`src/rtl/logic_pkg.sv`:
```
// Shared types for the bitwise logic stage and the result FIFO behind it.
package logic_pkg;

    typedef enum logic [1:0] {
        OP_AND  = 2'b00,
        OP_OR   = 2'b01,
        OP_XOR  = 2'b10,
        OP_NAND = 2'b11
    } op_t;

    typedef struct packed {
        op_t         op;
        logic [15:0] data;
    } result_t;

    localparam int unsigned RESULT_W = 18;

endpackage

```
`src/rtl/result_ram.sv`:
```
// DEPTH x result_t storage: one synchronous write port, one asynchronous read port.
module result_ram
    import logic_pkg::*;
#(
    parameter int unsigned DEPTH = 4,
    localparam int unsigned AW = $clog2(DEPTH)
) (
    input  logic          clk,
    input  logic          we,
    input  logic [AW-1:0] waddr,
    input  result_t       wdata,
    input  logic [AW-1:0] raddr,
    output result_t       rdata_c
);

    result_t mem_q [DEPTH];

    // Storage is intentionally not reset; validity is tracked by the FIFO count.
    always_ff @(posedge clk) begin
        if (we) begin
            mem_q[waddr] <= wdata;
        end
    end

    assign rdata_c = mem_q[raddr];

endmodule

```
`src/rtl/logic_result_fifo.sv`:
```
// First-word-fall-through FIFO buffering logic-stage results with their op codes.
module logic_result_fifo
    import logic_pkg::*;
#(
    parameter int unsigned DEPTH = 4,
    parameter int unsigned WIDTH = 16,
    localparam int unsigned AW = $clog2(DEPTH),
    localparam int unsigned CW = AW + 1
) (
    input  logic             clk,
    input  logic             reset,
    input  logic             flush,
    input  logic             in_valid,
    input  logic [WIDTH-1:0] in_data,
    input  op_t              in_op,
    output logic             in_ready,
    output logic             out_valid,
    output logic [WIDTH-1:0] out_data,
    output op_t              out_op,
    input  logic             out_ready,
    output logic [CW-1:0]    count
);

    logic [AW-1:0] wr_ptr_q, wr_ptr_d;
    logic [AW-1:0] rd_ptr_q, rd_ptr_d;
    logic [CW-1:0] count_q, count_d;
    logic          in_ready_q, in_ready_d;
    logic          out_valid_q, out_valid_d;
    logic          push, pop;
    result_t       wr_result;
    result_t       rd_result;

    // Next-state: flush wins over any push/pop in the same cycle.
    always_comb begin
        push        = in_valid && in_ready_q;
        pop         = out_valid_q && out_ready;
        wr_ptr_d    = wr_ptr_q;
        rd_ptr_d    = rd_ptr_q;
        count_d     = count_q;
        if (flush) begin
            wr_ptr_d = '0;
            rd_ptr_d = '0;
            count_d  = '0;
        end else begin
            if (push) begin
                wr_ptr_d = wr_ptr_q + AW'(1);
            end
            if (pop) begin
                rd_ptr_d = rd_ptr_q + AW'(1);
            end
            case ({push, pop})
                2'b10:   count_d = count_q + CW'(1);
                2'b01:   count_d = count_q - CW'(1);
                default: count_d = count_q;
            endcase
        end
        in_ready_d  = (count_d != CW'(DEPTH));
        out_valid_d = (count_d != '0);
    end

    always_ff @(posedge clk or negedge reset) begin
        if (!reset) begin
            wr_ptr_q    <= '0;
            rd_ptr_q    <= '0;
            count_q     <= '0;
            in_ready_q  <= 1'b1;
            out_valid_q <= 1'b0;
        end else begin
            wr_ptr_q    <= wr_ptr_d;
            rd_ptr_q    <= rd_ptr_d;
            count_q     <= count_d;
            in_ready_q  <= in_ready_d;
            out_valid_q <= out_valid_d;
        end
    end

    assign wr_result = '{op: in_op, data: 16'(in_data)};

    result_ram #(.DEPTH(DEPTH)) u_ram (
        .clk     (clk),
        .we      (push && !flush),
        .waddr   (wr_ptr_q),
        .wdata   (wr_result),
        .raddr   (rd_ptr_q),
        .rdata_c (rd_result)
    );

    assign in_ready  = in_ready_q;
    assign out_valid = out_valid_q;
    assign count     = count_q;
    assign out_data  = WIDTH'(rd_result.data);
    assign out_op    = rd_result.op;

endmodule

```
`config.mk`:
```
export PLATFORM = sky130hd
export DESIGN_NAME = logic_result_fifo
export DESIGN_NICKNAME = d
export VERILOG_FILES = /design/src/rtl/logic_pkg.sv /design/src/rtl/result_ram.sv /design/src/rtl/logic_result_fifo.sv
export SDC_FILE = /design/constraint.sdc
export NUM_CORES = 1
export LEC_CHECK = 0
export CAP_MARGIN = 20
export CORE_ASPECT_RATIO = 1.25
export CORE_UTILIZATION = 57
export DETAILED_ROUTE_END_ITERATION = 12
export PLACE_DENSITY_LB_ADDON = 0.1
export SLEW_MARGIN = 20
export SYNTH_ARGS = -nofsm -noshare
export SYNTH_HDL_FRONTEND = slang
export SYNTH_SLANG_ARGS = --single-unit
export TNS_END_PERCENT = 50
```
`constraint.sdc`:
```
create_clock -name clk -period 3.8 [get_ports clk]
set_input_delay 0.76 -clock clk [delete_from_list [all_inputs] [get_ports clk]]
set_output_delay 0.76 -clock clk [all_outputs]
set_load 0.03 [all_outputs]
```
After elaboration in Yosys (flattened, before gate mapping)
Memories as Yosys holds them, arrays and structs flattened.
Index checks and enable logic that the tools add are counted.
{"block": "word_totals", "reg_bits": 9, "ram_bits": 72, "in_bits": 23, "out_inout_bits": 23, "wordCells": 28, "memories": 1}
{"name": "u_ram.mem_q", "words": 4, "word_bits": 18, "rd": 1, "rd_clocked_by_memory_dff": 0, "write_ports": 1, "line": "result_ram.sv:16", "source": "result_t mem_q [DEPTH];"}
{"block": "op_classes", "addsub": 4, "eq_ne": 3, "mux": 8, "n_reduce_logical": 7}
{"op": "2-bit two-way mux", "count": 4}
{"op": "3-bit case mux with 2 select lines", "count": 1}
{"op": "2-bit by 1-bit adder with 2-bit output (second input constant)", "count": 2}
{"op": "2-bit nonzero test", "count": 2}
{"op": "3-bit by 1-bit adder with 3-bit output (second input constant)", "count": 1}
{"op": "1-bit logical AND", "count": 3}
{"op": "3-bit two-way mux", "count": 1}
{"op": "3-bit != test (second input constant)", "count": 1}
{"op": "3-bit nonzero test", "count": 1}
{"op": "3-bit by 1-bit subtractor with 3-bit output (second input constant)", "count": 1}
{"op": "2-bit by 1-bit == test with 1-bit output (second input constant)", "count": 1}
{"op": "2-bit == test (second input constant)", "count": 1}
{"op": "1-bit two-way mux", "count": 2}
{"op": "1-bit logical NOT", "count": 1}

Logic depth before layout (Yosys ltp)
Gate-level depths: netlist (run 1).
{"block": "logic_depth", "depth_word": 5, "mapped_depth": 6, "mapped_depth_nobuf": 6}

Modules after synthesis
A second synthesis (run 1) with hierarchy kept.
{"block": "unflattened", "cells_unflattened": 139, "area_unflattened_um2": 3121.7}
{"mod": "result_ram", "instances": 1, "cells_per_inst": 98, "area_each_um2": 2670.1, "seq_area_each_um2": 2162.1}
{"mod": "logic_result_fifo", "instances": 1, "cells_per_inst": 41, "area_each_um2": 451.7, "seq_area_each_um2": 226.5}

Worst setup path before layout (run 1)
Ideal clock, no wire load.
{"block": "synth_path", "kind": "input port to flip-flop", "start": "input out_ready", "end": "register out_valid_q (netlist: out_valid)", "setup_ns": 0.132, "t_arrival_ns": 2.199, "required_time_ns": 3.668, "path_slack_ns": 1.469, "stages": 6, "path_buffers": 0, "cell_sequence": "and2_1 ha_1 fa_1 nor3b_2 a211o_1 or3b_1"}
{"block": "synth_via", "elab_chain_len": 5, "word_cells_on_any_way": 6, "classes_between": "eq/ne: 2; mux: 2; reduce/logical: 2"}
{"item": "from (decl)", "line": "logic_result_fifo.sv:20", "source": "input logic out_ready,"}
{"item": "1-bit logical AND *", "line": "logic_result_fifo.sv:36", "source": "pop = out_valid_q && out_ready;"}
{"item": "2-bit by 1-bit == test with 1-bit output or 2-bit == test (tied branches)", "line": "logic_result_fifo.sv:51", "source": "case ({push, pop})"}
{"item": "3-bit case mux with 2 select lines *", "line": "logic_result_fifo.sv:51"}
{"item": "3-bit two-way mux *", "line": "logic_result_fifo.sv:40", "source": "if (flush) begin"}
{"item": "3-bit nonzero test *", "line": "logic_result_fifo.sv:58", "source": "out_valid_d = (count_d != '0);"}
{"item": "via out_valid_d", "line": "logic_result_fifo.sv:28", "source": "logic out_valid_q, out_valid_d;"}
{"item": "to (signal assigned)", "line": "logic_result_fifo.sv:73", "source": "out_valid_q <= out_valid_d;"}
{"item": "to (decl)", "line": "logic_result_fifo.sv:28"}
The timed path passes the listed nets; every way through them passes the cells marked *.
A chain may end at the register's enable or synchronous reset.

Final worst setup path (run 1)
{"block": "layout_path", "start": "register rd_ptr_q[0]", "end": "output out_data[14]"}
{"block": "layout_via", "elab_chain_len": 1}
{"item": "from (decl)", "line": "logic_result_fifo.sv:25", "source": "logic [AW-1:0] rd_ptr_q, rd_ptr_d;"}
{"item": "from (signal assigned)", "line": "logic_result_fifo.sv:70", "source": "rd_ptr_q <= rd_ptr_d;"}
{"item": "memory 4 x 18 bit"}
{"item": "to (decl)", "line": "logic_result_fifo.sv:18", "source": "output logic [WIDTH-1:0] out_data,"}
No other way between the ends.

==> impl_metrics.tcl, run 1 <==
set metrics [dict create \
    wl_per_cell_um 19.5 \
    ant_nets 0 \
    gp_congestion 0.638 \
    chipHeight_um 84.9 \
    synth-xor-area-share_pct 1.40 \
    fill_cells 318 \
    synthToLayoutAreaGrowth_pct 22.6 \
    grt_start_max_net_pins 20 \
    fin_setup_tns_ns 0 \
    fmax_mhz 322 \
    rsz0062_at_grt "false" \
    worstPathRequired_ns 3.04 \
    dieArea_mm2 0.00580 \
    status "finished, final reports clean" \
    p_per_area_mw_per_mm2 580 \
    arrival_ns 2.35 \
    firstDrtPassIters 4 \
    final.period_utilization_pct 81.8 \
    p_total_mw 2.23 \
    synthSimpleGateAreaFrac_pct 3.95 \
    most-common-layout-cells "edfxtp_1 (72), clkdlybuf4s50_1 (45), mux4_2 (18)" \
    start_util_pct 60.4 \
    setup_viol 0 \
    die_w_um 68.3 \
    power.leakage_nw 1.31 \
    grt_pass1_vias 1701 \
    vias 1538 \
    drt_iter0_markers 128 \
    wl_um 5210 \
    avgSynthCellArea_um2 21.6 \
    drive_gt1_share_pct 20.0 \
    drc 0 \
    core_area_mm2 0.00519 \
    cts.path.max_buffers 2 \
    ys_seq_area_share_pct 76.2 \
    cts_resized 0 \
    htreeDepth 3 \
    path_clk_slew_ns 0.08 \
    synth_warnings 0 \
    clock-root-buffer "clkbuf_8" \
    cp_cell_sequence "buf_4, mux4_2, clkdlybuf4s50_1" \
    synth_nets 174 \
    muxShareOfSynthArea_pct 13.3 \
    final_common_cell "edfxtp_1" \
    synth-compound-area-share_pct 0.759 \
    tightest_slew_ns 0.845 \
    syn_inst 145 \
    fp-row-count 29 \
    synth_ff_type "edfxtp_1" \
    synth_cell_types 25 \
    hp-class "flop to flop" \
    cp-end-kind "output port" \
    grt_util_all_layers_pct 21.3 \
    fin_worst_skew_ns 0.00499 \
    numCtsBuffers 9 \
    start_kind "flop" \
    synth_area_mm2 0.00313 \
    synthAdderAreaFrac_pct 2.64 \
    port_buffers 45 \
    via_per_inst 5.76 \
    io_pins 46 \
    clkLatencyLatePin_ns 0.34 \
    cts_sinks 81 \
    globalRouteOverflowTotal 0 \
    cts_tree "built" \
    hold_viol 0 \
    cp_max_fo 16 \
    antenna_cells 0 \
    antenna_found_initial 0 \
    crit_type "flop to output port" \
    post_cts_buffers 0 \
    layout_min_cycle_time_ns 3.11 \
    synth_top_family_by_area "multiplexers" \
    relSlewSlack_pct 43.6 \
    ir_drop_v 0.000428 \
    max_stage_delay_ns 0.61 \
    grt_pass1_wl_um 8410 \
    drv_cap 0 \
    async_reset_ff_share_pct 11.1 \
    fin_nets 229 \
    synth-edff-count 72 \
    hpwl_um 3450 \
    ctsHoldBuffers 0 \
    cp_slowest_cell "clkdlybuf4s50_1" \
    drv_slew 0 \
    synth.ff_latch_count 81 \
]
[critical path: cells and delay by family (launching register included)]
kind                   cells  cell delay, ns
buffers and inverters      2            0.97
multiplexers               1            0.55
flip-flops                 1            0.48
[cell type report]
| type | count | area [µm²] | area share [%] |
|---|---|---|---|
| Tap cell | 62 | 77.6 | 2.02 |
| Clock buffer | 9 | 124 | 3.23 |
| Multi-Input combinational cell | 55 | 689 | 18.0 |
| Sequential cell | 81 | 2390 | 62.2 |
| Timing Repair Buffer | 50 | 488 | 12.7 |
| Inverter | 3 | 11.3 | 0.293 |
| Clock inverter | 7 | 61.3 | 1.60 |
[Yosys cell counts, types with 2 or more instances]
cell / number / share of area [%]
edfxtp_1: 72 / 69
mux4_2: 18 / 13
dfrtp_1: 8 / 6.4
nor2_1: 7 / 0.84
and2_1: 5 / 1.0
ha_1: 5 / 2.0
buf_4: 3 / 0.72
inv_1: 3 / 0.36
xor2_1: 3 / 0.84
a21oi_1: 2 / 0.32
buf_2: 2 / 0.32
nand2_1: 2 / 0.24
nand3_1: 2 / 0.32
xnor2_1: 2 / 0.56
[flip-flops by register name, indices dropped and copies added (netlist names)]
| name | count |
|---|---|
| count | 3 |
| wr_ptr_q | 2 |
| in_ready | 1 |
| rd_ptr_q | 2 |
| u_ram.mem_q | 72 |
| out_valid | 1 |
[per-layer routing]
layer / GRT usage (%) / up-vias / routed length, µm
met5: 0 / - / 0
met4: 7.95 / 0 / 87
met3: 5.38 / 8 / 208
met2: 35.7 / 46 / 2860
met1: 26.1 / 801 / 2050
li1: - / 683 / -
[where the power goes]
part           switching, mW  internal (mW)
Combinational          0.295          0.267
Sequential            0.0480           1.04
Clock                  0.286          0.296
Total                  0.629           1.60
[cells by family after synthesis]
| family | after synthesis |
|---|---|
| multiplexers | 19 |
| AND/OR/NAND/NOR | 21 |
| AO/OA/AOI/OAI | 4 |
| XOR/XNOR | 5 |
| buffers and inverters | 9 |
| adder cells (fa/ha/maj) | 6 |
| flip-flops | 81 |
[metrics by stage]
stage / hold slack (ns) / setup slack, ns / util (%) / area [µm²] / instances
floorplan: 0.464 / 1.47 / - / 3130 / 145
global placement: 0.511 / 0.978 / 70.4 / 3650 / 251
detailed placement: 0.513 / 0.846 / 70.4 / 3650 / 251
CTS: 0.524 / 0.629 / 74.0 / 3840 / 267
global route: 0.547 / 0.531 / 74.0 / 3840 / 267
finish: 0.524 / 0.690 / 74.0 / 3840 / 267
[path summary, 6_finish.rpt]
| check | start | endpoint | slack (ns) | depth (start not counted) |
|---|---|---|---|---|
| max reg2reg | in_ready | out_valid | 1.58 | 6 |
| min | in_ready | wr_ptr_q[1] | 0.52 | 2 |
| max | rd_ptr_q[0] | out_data[14] | 0.69 | 3 |
| min reg2reg | in_ready | wr_ptr_q[1] | 0.52 | 2 |
| min in group asynchronous | reset | count[0] | 0.72 | 1 |
| max in group asynchronous | reset | in_ready | 2.76 | 1 |
No activity file was read; power rests on OpenSTA's default activity.
==> run 2: changes to the inputs <==
--- a/config.mk
+++ b/config.mk
@@ -7,7 +7,7 @@
 export LEC_CHECK = 0
 export CAP_MARGIN = 20
 export CORE_ASPECT_RATIO = 1.25
-export CORE_UTILIZATION = 57
+export CORE_UTILIZATION = 53
 export DETAILED_ROUTE_END_ITERATION = 12
 export PLACE_DENSITY_LB_ADDON = 0.1
 export SLEW_MARGIN = 20
==> constraint.sdc (replaced) <==
create_clock -name clk -period 2.9 [get_ports clk]
set_input_delay 0.58 -clock clk [delete_from_list [all_inputs] [get_ports clk]]
set_output_delay 0.58 -clock clk [all_outputs]
set_load 0.03 [all_outputs]
==> run 2 against run 1 <==
The run now ends with DRC left; sequential share of layout area is 1.8 points lower; via count is 2.3% lower; design area is 2.9% higher; sequential cell count stayed put; global-route usage is 2.6 points lower; setup slack worse by 0.53 ns; critical path depth stayed put; critical endpoint is now out_data[12]; largest cell class unchanged.
==> impl_metrics.tcl, run 2 (synthesis gave the netlist of run 1 again) <==
set metrics [dict create \
    cts_tree "built" \
    rsz0062_at_grt "false" \
    via_per_inst 5.54 \
    clock-root-buffer "clkbuf_8" \
    cts.path.max_buffers 2 \
    setup_viol 0 \
    start_util_pct 56.4 \
    hold_viol 0 \
    layout_setup_ws_ns 0.161 \
    failed_checks "DRC" \
    cpLargestDelayFamily "buffers and inverters" \
    drt_iter0_markers 99 \
    post_cts_buffers 0 \
    fin_area_mm2 0.00395 \
    crit_type "flop to output port" \
    largest_reg_flops 72 \
    drv_slew 0 \
    fin_worst_skew_ns 0.00871 \
    fin_setup_tns_ns 0 \
    final_common_cell "edfxtp_1" \
    p_per_area_mw_per_mm2 811 \
    fp-row-count 30 \
    cts_resized 0 \
    chipHeight_um 88.0 \
    start_kind "flop" \
    layout_min_cycle_time_ns 2.74 \
    worst-r2r-setup-slack_ns 0.69 \
    hp-class "input port to asynchronous set/reset pin" \
    die_w_um 70.8 \
    htreeDepth 3 \
    most-common-layout-cells "edfxtp_1 (72), clkdlybuf4s50_1 (44), mux4_2 (18)" \
    grt_pass1_vias 1646 \
    dp_slack_ns 0.159 \
    dieArea_mm2 0.00622 \
    cp_slowest_cell "clkdlybuf4s50_1" \
    reg2regPathDepth 6 \
    vias 1502 \
    tightest_slew_ns 0.431 \
    regMostFlops "u_ram.mem_q" \
    port_buffers 45 \
    firstDrtPassIters 8 \
    whs_ns 0.533 \
    globalRouteOverflowTotal 0 \
    arrival_ns 2.16 \
    cp-end-kind "output port" \
    max_stage_delay_ns 0.61 \
    wl_per_cell_um 18.8 \
    antenna_found_initial 0 \
    cts_sinks 81 \
    grt_pass1_wl_um 8260 \
    clkLatencyLatePin_ns 0.34 \
    final.period_utilization_pct 94.4 \
    wl_um 5090 \
    power.leakage_nw 1.36 \
    fmax_mhz 365 \
    fin_nets 231 \
    reg2reg_to "out_valid" \
    fill_cells 358 \
    relSlewSlack_pct 71.2 \
    gp_congestion 0.702 \
    drc 6 \
    hpwl_um 3360 \
    cp_max_fo 18 \
    core_area_mm2 0.00556 \
    worstPathRequired_ns 2.32 \
    placed_cell_area_mm2 0.00369 \
    path_clk_slew_ns 0.08 \
    io_pins 46 \
    drv_cap 0 \
    cp_cell_sequence "buf_12, mux4_2, clkdlybuf4s50_1" \
    crit_start "rd_ptr_q[0]" \
    antenna_cells 0 \
    grt_start_max_net_pins 19 \
    grt_util_all_layers_pct 18.7 \
    drive_gt1_share_pct 21.3 \
    ctsHoldBuffers 0 \
    synthToLayoutAreaGrowth_pct 26.2 \
    ant_nets 0 \
    r2r_start "in_ready" \
    p_total_mw 3.21 \
    ir_drop_v 0.000496 \
    numCtsBuffers 9 \
    critPathBufInv 2 \
    status "finished with violations" \
]
## run 2: cell types whose count changed in the layout (fill, tap and decap cells not counted), sizes merged
cell,previous run,this run
buf,5,8
bufinv,1,4
clkbuf,9,10
clkdlybuf4s50,45,44
clkinv,5,2
clkinvlp,1,0
## run 2: layer usage
layer	vias to the layer above	routed length [µm]	part of all wire [%]	GRT usage (%)
met1	764	1990	39	21.7
met2	37	2770	54	32.3
met5	-	0	0	0
li1	693	-	-	-
met4	0	66	1.3	7.64
met3	8	263	5.2	6.10
## run 2: how the worst max path moves through the flow
| stage | end | slack (ns) | cells past startpoint |
|---|---|---|---|
| finish | out_data[12] | 0.16 | 3 |
| global route | out_data[13] | 0.07 | 3 |
| CTS | out_data[13] | 0.14 | 3 |
| detailed placement | out_valid | 0.16 | 7 |
| global placement | out_valid | 0.27 | 7 |
| floorplan | out_valid | 0.72 | 6 |
## run 2: worst reg2reg max path: cells and delay by family (launching register included)
| family | cells | cell delay [ns] |
|---|---|---|
| AOI/OAI and AO/OA | 1 | 0.13 |
| xor gates and xnor gates | 1 | 0.25 |
| adders and majority gates | 2 | 0.66 |
| DFF | 1 | 0.55 |
| and+or+nand+nor | 2 | 0.50 |
## run 2: power by group
group	leakage (nW)	total, mW	internal [mW]	switching (mW)
Sequential	0.771	1.41	1.36	0.0573
Combinational	0.459	0.758	0.364	0.394
Clock	0.130	1.03	0.656	0.377
Total	1.36	3.21	2.38	0.828
## run 2: through the flow
step	util [%]	instances
4_1_cts	71.1	271
3_5_place_dp	66.5	255
3_3_place_gp	66.5	255
5_1_grt	71.1	271
2_1_floorplan	-	145
6_report	71.1	271
## run 2: final cells by class
cell class	instances	area (µm²)	area share (%)
Multi-Input combinational cell	55	689	17.4
Tap cell	64	80.1	2.03
Timing Repair Buffer	52	526	13.3
Clock inverter	6	130	3.29
Inverter	3	11.3	0.285
Clock buffer	10	128	3.23
Sequential cell	81	2390	60.4
==> run 3: changes to the inputs <==
--- a/config.mk
+++ b/config.mk
@@ -9,6 +9,7 @@
 export CORE_ASPECT_RATIO = 1.25
 export CORE_UTILIZATION = 53
 export DETAILED_ROUTE_END_ITERATION = 12
+export MAX_ROUTING_LAYER = met4
 export PLACE_DENSITY_LB_ADDON = 0.1
 export SLEW_MARGIN = 20
 export SYNTH_ARGS = -nofsm -noshare
==> run 3 against run 2 <==
The flow still finishes with violations (DRC); sequential cell count did not move; count of clock-buffer cells in the layout stayed put; sequential share of layout area did not move; power about the same; clock skew about the same; combinational power about the same; clock power about the same; worst hold slack lost 0.0014 ns; die area stayed put; cell count stayed put; critical path type unchanged; critical endpoint unchanged.
==> impl_metrics.tcl, run 3 (synthesis gave the netlist of run 1 again) <==
set metrics [dict create \
    status "finished with violations" \
    failed_checks "DRC" \
    clkLatencyLatePin_ns 0.34 \
    final_common_cell "edfxtp_1" \
    clock-root-buffer "clkbuf_8" \
    cp-end-kind "output port" \
    final.period_utilization_pct 94.3 \
    cts_tree "built" \
    dieArea_mm2 0.00622 \
    port_buffers 45 \
    setup_viol 0 \
    fin_nets 231 \
    power.leakage_nw 1.36 \
    drt_iter0_markers 117 \
    cts.path.max_buffers 2 \
    hp-class "input port to asynchronous set/reset pin" \
    relSlewSlack_pct 71.5 \
    fp-row-count 30 \
    core_area_mm2 0.00556 \
    grt_util_all_layers_pct 19.5 \
    layout_min_cycle_time_ns 2.73 \
    regMostFlops "u_ram.mem_q" \
    firstDrtPassIters 8 \
    final_cell_count_no_fill 271 \
    placed_cell_area_mm2 0.00369 \
    hold_viol 0 \
    p_per_area_mw_per_mm2 811 \
    start_kind "flop" \
    wl_um 5100 \
    cts_resized 0 \
    path_clk_slew_ns 0.08 \
    antenna_found_initial 0 \
    tightest_slew_ns 0.426 \
    vias 1526 \
    via_per_inst 5.63 \
    fin_worst_skew_ns 0.00844 \
    synthToLayoutAreaGrowth_pct 26.2 \
    r2r_start "in_ready" \
    cp_max_fo 18 \
    htreeDepth 3 \
    most-common-layout-cells "edfxtp_1 (72), clkdlybuf4s50_1 (44), mux4_2 (18)" \
    ant_nets 0 \
    io_pins 46 \
    antenna_cells 0 \
    largest_reg_flops 72 \
    grt_start_max_net_pins 19 \
    wl_per_cell_um 18.8 \
    drive_gt1_share_pct 21.3 \
    post_cts_buffers 0 \
    placed_cells 255 \
    ctsHoldBuffers 0 \
    grt_pass1_wl_um 8290 \
    arrival_ns 2.15 \
    hpwl_um 3360 \
    cts_sinks 81 \
    gp_congestion 0.710 \
    ir_drop_v 0.000497 \
    p_total_mw 3.21 \
    globalRouteOverflowTotal 0 \
    crit_start "rd_ptr_q[0]" \
    grt_pass1_vias 1645 \
    fmax_mhz 366 \
    fin_setup_tns_ns 0 \
    drc 6 \
    chipHeight_um 88.0 \
    crit_type "flop to output port" \
    whs_ns 0.531 \
    numCtsBuffers 9 \
    drv_slew 0 \
    start_util_pct 56.4 \
    worstPathRequired_ns 2.32 \
    drv_cap 0 \
    die_w_um 70.8 \
    fin_area_mm2 0.00395 \
    rsz0062_at_grt "false" \
]
==> run 3: cell counts in the layout (fill, tap and decap cells not counted) <==
No cell type changed its count.
==> run 3: layer usage <==
layer	up-vias	part of all wire [%]	wire length, µm	GRT usage (%)
met2	45	54	2780	32.3
met1	778	39	2010	22.4
met3	8	4.7	242	5.98
met4	0	1.5	74	7.64
met5	-	0	0	-
li1	695	-	-	-
==> run 3: metrics by stage <==
stage               setup WS [ns]  utilization [%]
floorplan                   0.721                -
global placement            0.274             66.5
detailed placement          0.159             66.5
CTS                         0.139             71.1
global route               0.0707             71.1
finish                      0.166             71.1
==> run 3: where the power goes <==
group          switching (mW)  leakage [nW]  internal (mW)
clock network           0.379         0.130          0.656
registers              0.0571         0.771           1.36
logic                   0.394         0.459          0.364
total                   0.830          1.36           2.38
==> run 3: final cells by class <==
type | instances | area [µm²]
Clock buffer | 10 | 128
Sequential cell | 81 | 2390
Tap cell | 64 | 80.1
Multi-Input combinational cell | 55 | 689
Clock inverter | 6 | 130
Timing Repair Buffer | 52 | 526
Inverter | 3 | 11.3
Fill cell | 358 | 1600
==> run 3: final timing paths <==
path | slack (ns) | to | cells past startpoint
worst max-delay path | 0.17 | out_data[12] | 3
worst min-delay path | 0.53 | wr_ptr_q[0] | 1
worst max register to register | 0.70 | out_valid | 6
worst min register to register | 0.53 | wr_ptr_q[1] | 2
max in group asynchronous | 2.03 | in_ready | 1
min in group clk | 0.53 | wr_ptr_q[1] | 2
==> run 3: worst max-delay path: stages, from the launching register on <==
cell             delay (ns)
dfrtp_1                0.44
buf_12                 0.22
mux4_2                 0.53
clkdlybuf4s50_1        0.61
